### src/rtl/intc_arbiter.sv
// Eight-source priority interrupt arbiter: edge-detected pending register, mask,
// vector base, and a three-state request/acknowledge/end-of-interrupt handshake.
module intc_arbiter #(
    parameter logic [7:0] RESET_MASK = 8'hFF,
    parameter logic [7:0] RESET_BASE = 8'h00
) (
    input  logic       clk,
    input  logic       clrn,
    input  logic [7:0] irq,
    input  logic       mask_we,
    input  logic [7:0] mask_wd,
    input  logic       base_we,
    input  logic [7:0] base_wd,
    input  logic       inta,
    input  logic       eoi,
    output logic       intr,
    output logic [7:0] vector,
    output logic [7:0] pending,
    output logic       busy
);

    typedef enum logic [1:0] {IDLE, REQ, SERVICE} state_t;

    state_t     state_q;
    logic [7:0] irq_q;
    logic [7:0] pending_q;
    logic [7:0] pending_d;
    logic [7:0] mask_q;
    logic [4:0] base_q;
    logic [2:0] id_q;
    logic       intr_q;
    logic [7:0] vector_q;

    logic [7:0] rise;
    logic [7:0] cand;
    logic [7:0] clr;
    logic [2:0] sel_id;

    always_comb begin
        rise   = irq & ~irq_q;
        cand   = pending_q & ~mask_q;
        sel_id = 3'd0;
        // Scan from lowest priority upward so the lowest-numbered bit wins.
        for (int i = 7; i >= 0; i--) begin
            if (cand[i]) sel_id = 3'(i);
        end
        clr = 8'h00;
        if (state_q == REQ && inta) clr[id_q] = 1'b1;
        // A fresh edge on the acknowledged source beats its clear.
        pending_d = (pending_q & ~clr) | rise;
    end

    always_ff @(posedge clk or negedge clrn) begin
        if (!clrn) begin
            state_q   <= IDLE;
            irq_q     <= 8'h00;
            pending_q <= 8'h00;
            mask_q    <= RESET_MASK;
            base_q    <= RESET_BASE[7:3];
            id_q      <= 3'd0;
            intr_q    <= 1'b0;
            vector_q  <= 8'h00;
        end else begin
            irq_q     <= irq;
            pending_q <= pending_d;
            if (mask_we) mask_q <= mask_wd;
            if (base_we) base_q <= base_wd[7:3];
            case (state_q)
                IDLE: begin
                    if (|cand) begin
                        state_q  <= REQ;
                        id_q     <= sel_id;
                        intr_q   <= 1'b1;
                        vector_q <= {base_q, sel_id};
                    end
                end
                REQ: begin
                    if (inta) begin
                        state_q <= SERVICE;
                        intr_q  <= 1'b0;
                    end
                end
                SERVICE: begin
                    if (eoi) state_q <= IDLE;
                end
                default: begin
                    state_q <= IDLE;
                    intr_q  <= 1'b0;
                end
            endcase
        end
    end

    assign intr    = intr_q;
    assign vector  = vector_q;
    assign pending = pending_q;
    assign busy    = (state_q != IDLE);

endmodule

### config.mk
export PLATFORM = sky130hd
export DESIGN_NAME = intc_arbiter
export DESIGN_NICKNAME = d
export VERILOG_FILES = /design/src/rtl/intc_arbiter.sv
export SDC_FILE = /design/constraint.sdc
export NUM_CORES = 1
export LEC_CHECK = 0
export CORE_MARGIN = 2
export CORE_UTILIZATION = 60
export DETAILED_ROUTE_END_ITERATION = 7
export DONT_BUFFER_PORTS = 1
export GPL_TIMING_DRIVEN = 0
export PLACE_DENSITY_LB_ADDON = 0.1
export SYNTH_ARGS = -nofsm -noshare
export SYNTH_HDL_FRONTEND = slang
export SYNTH_SLANG_ARGS = --single-unit
### constraint.sdc
create_clock -name clk -period 1.92 [get_ports clk]
set_input_delay 0.384 -clock clk [delete_from_list [all_inputs] [get_ports clk]]
set_output_delay 0.384 -clock clk [all_outputs]
set_load 0.1 [all_outputs]
[After elaboration in Yosys (flattened, before gate mapping)]
Cells that the tools add are included.
Word-level totals
  register bits after elaboration: 43
  logic and storage cells: 49
  input bits: 30
Cells by class
  bitwise operators: 8
  multiplexer cells: 18
  $lt $le $gt $ge: 2
  reduce and logical (&&, ||, !) cells: 8
  equal/unequal tests: 5
Operators with widths (count)
  $and 8x8->8: 3
  $mux 3: 8
  $not 8->8: 3
  $mux 8: 1
  $or 8x8->8: 1
  $reduce_or 8->1: 1
  $mux 2: 3
  $ne 2x2->1 const B: 3
  $pmux 2 s3: 1
  $reduce_and 3->1: 2
  $lt 3x4->1 const B: 1
  $demux 1 s3: 1
  $ge 3x1->1 const B: 1
  $mux 1: 3
  $pmux 1 s3: 1
  $eq 2x1->1 const B: 1
  $eq 2x2->1 const B: 1
  $logic_and 1x1->1: 2
  $logic_not 2->1: 1
  $reduce_and 2->1: 1
  $reduce_bool 2->1: 1
  $not 1->1: 1

[Depth between registers and ports, before layout]
Gate-level depths: netlist of run 1.
  depth after elaboration: 10
  depth in mapped cells: 4

[Least setup slack after synthesis of run 1]
OpenSTA, ideal clock, no wires.
  path type: register -> register
  from: reg pending_q[4] (netlist: pending[4])
  to: reg id_q[0]
  path buffers: 0
  library setup time: 0.126 ns
  stages on the path, launching flop included: 5
  setup slack: -0.006 ns
  clock period less this slack: 1.926 ns
  required time: 1.794 ns
  arrival: 1.800 ns
  cells stage by stage: dfrtp_1 nand2b_1 and3_1 a22o_1 mux2_4
On the way
  word-level cells in the longest chain between the ends: 6
RTL lines
  start: declaration: RTL line 26  | logic [7:0] pending_q;
  start signal: assignment: RTL line 65  | pending_q <= pending_d;
  $and 8x8->8 *: RTL line 41  | cand = pending_q & ~mask_q;
  $mux 3 (5 in a row): RTL line 45  | if (cand[i]) sel_id = 3'(i);
  end signal: assignment: RTL line 72  | id_q <= sel_id;
  end: declaration: RTL line 30  | logic [2:0] id_q;
Mark *: on every way between the ends. The rest lies on a longest branch, timed or not.
A chain may end at the register's enable or synchronous reset.

[Worst setup path in the final report of run 1]
  from: reg vector_q[2] (netlist: vector[2])
  to: out vector[2]
RTL lines
  start: declaration: RTL line 32  | logic [7:0] vector_q;
  start signal: assignment: RTL line 74  | vector_q <= {base_q, sel_id};
  end: declaration: RTL line 17  | output logic [7:0] vector,
No word-level cell between the ends.

==> results of run 1 <==
## area by class of cell
class / instances / area [sq um]
inverters: 9 / 37.5
clock buffers: 7 / 45.0
repair buffers: 3 / 37.5
clock inverters: 1 / 5.00
multi-input cells: 75 / 618
fillers: 198 / 878
plain buffers: 1 / 3.75
well taps: 31 / 38.8
flip-flops and latches: 40 / 1020
## cell usage in the layout (no fill, tap or decap), types with 2 or more instances in the layout
master	instances
clkbuf_1	3
mux2_2	13
nand2b_4	4
dfstp_2	8
nand2b_1	7
clkbuf_4	5
dfrtp_2	9
o21ai_0	7
nand2_1	7
o21ai_1	11
dfrtp_1	23
mux2_4	6
a21oi_1	4
o31ai_1	2
inv_1	8
## through the flow
stage | hold WS, ns | cells | setup TNS, ns
finish | 0.0575 | 167 | 0
global route | 0.0307 | 167 | 0
CTS | 0.0471 | 167 | 0
detailed placement | 0.0892 | 156 | -0.537
global placement | 0.0892 | 156 | -0.496
floorplan | 0.0884 | 125 | 0
## synthesized netlist by cell type (2+ instances only)
library cell	count	area [sq um]
mux2_2	13	146
nand2b_1	7	43.8
nand2b_4	4	55.1
mux2_4	6	90.1
o21ai_1	11	55.1
nand2_1	7	26.3
inv_1	9	33.8
dfstp_2	8	210
o31ai_1	2	15.0
a21oi_1	4	20.0
o21ai_0	7	35.0
dfrtp_1	32	801
## repair_timing
action	4_1_cts	5_1_grt
hold endpoints to repair	40	0
gates resized for setup	9	1
pin swaps	1	0
setup buffers	1	0
setup endpoints to repair	7	4
hold buffers	2	0
## flip-flops by register name, indices dropped and copies added (netlist names)
register / count
irq_q: 8
mask_q: 8
pending: 8
vector: 6
base_q: 5
id_q: 2
state_q: 2
intr: 1
## routing by layer
| layer | GRT usage [%] | vias up | wire length [um] |
|---|---|---|---|
| met4 | 6.80 | 0 | 57 |
| met5 | 0 | - | 0 |
| met3 | 9.68 | 8 | 234 |
| met1 | 24.8 | 480 | 1180 |
| met2 | 30.9 | 31 | 1320 |
| li1 | - | 454 | - |
## final timing paths
check | startpoint | end | slack, ns | cells after the start
setup / recovery | vector[2] | vector[2] | 0.12 | 0
hold / removal | irq[1] | irq_q[1] | 0.06 | 0
setup reg to reg | pending[7] | vector[7] | 0.13 | 4
hold reg to reg | irq_q[2] | pending[2] | 0.41 | 1
max in group asynchronous | clrn | mask_q[6] | 1.17 | 2
min in group asynchronous | clrn | state_q[0] | 0.48 | 2
## cells by family after synthesis
kind of cell,count (synthesis),synth area share (%)
mux,19,14.2
simple gates,29,13.1
flops,40,60.8
compound gates,27,9.56
buf+inv,10,2.26
==> flow_metrics.tcl, run 1 <==
set metrics [dict create \
    netlist_instances 125 \
    start_kind "flop" \
    drc_errors 0 \
    cts_max_level 2 \
    dpl_cell_area_sq_um 1700 \
    vias 973 \
    path_class "flop to output port" \
    final_net_count 165 \
    setup_viol 0 \
    synth-seq-cells 40 \
    antenna_found_initial 0 \
    numCtsBuffers 5 \
    setup_slack_ns 0.119 \
    netlist_area_sq_um 1660 \
    finalInstanceArea_sq_um 1810 \
    cp.arrival_ns 1.42 \
    clockRootBuffer "clkbuf_4" \
    num_io_pins 48 \
    drive_gt1_share_pct 39.0 \
    synth.avg_cell_area_sq_um 13.3 \
    syn_nets 155 \
    num_antenna_cells 0 \
    relSlewSlack_pct 28.0 \
    period_share_pct 93.8 \
    synth-async-reset-ratio_pct 100 \
    core_sq_um 2690 \
    insertion_delay_ns 0.34 \
    area_growth_pct 8.81 \
    die_area_sq_um 3210 \
    grtUsageTotal_pct 20.0 \
    slew_violations 0 \
    synth-edff-count 0 \
    cp-end-kind "output port" \
    die_height_um 56.6 \
    worst_pin_slew_ns 1.08 \
    gp_congestion 0.873 \
    hold_viol 0 \
    io_buffers 0 \
    grt_first_pass_wirelength_um 4740 \
    cts_tree "built" \
    die_x_um 56.6 \
    ys_warn_count 0 \
    grt_pass1_vias 1041 \
    finalCriticalPeriod_ns 1.80 \
    path_max_fanout 7 \
    rsz0062_at_grt "false" \
    clk_path_buf_depth 2 \
    status "complete, no violations" \
    first_pass_iters 4 \
    synth_seq_area_share_pct 60.8 \
    fmax_mhz 555 \
    antenna_left 0 \
    final_core_util_pct 67.3 \
    drv_cap 0 \
    synth.distinct_cells 27 \
    dp_hpwl_um 2030 \
    start_util_pct 61.9 \
    fp-row-count 19 \
    dpl_worst_slack_ns -0.0922 \
    drt-initial-drc-count 46 \
    hold_class "input pin to flop" \
    drt-vias-per-instance 5.83 \
    grt_overflow 0 \
    drt_wl_total_um 2800 \
    cts_sinks 40 \
    cp.required_ns 1.54 \
    clock-skew-final_ns 0.0107 \
    routedWlPerCell_um 16.8 \
    grt_max_degree 41 \
    clk_pin_slew_ns 0.11 \
    yosys_most_used_dff "dfrtp_1" \
]
Power of run 1 is left out: the tool's default activity adds up to more than one toggle a clock period on the data nets, which glitch-free logic cannot reach.
==> run 2: changes to the inputs <==
--- a/config.mk
+++ b/config.mk
@@ -5,6 +5,7 @@
 export SDC_FILE = /design/constraint.sdc
 export NUM_CORES = 1
 export LEC_CHECK = 0
+export CAP_MARGIN = 20
 export CORE_MARGIN = 2
 export CORE_UTILIZATION = 60
 export DETAILED_ROUTE_END_ITERATION = 7
==> results of run 2 <==
The final DEF is identical to that of run 1; final timing and power are the same.
Power of run 2 is left out for the same reason.
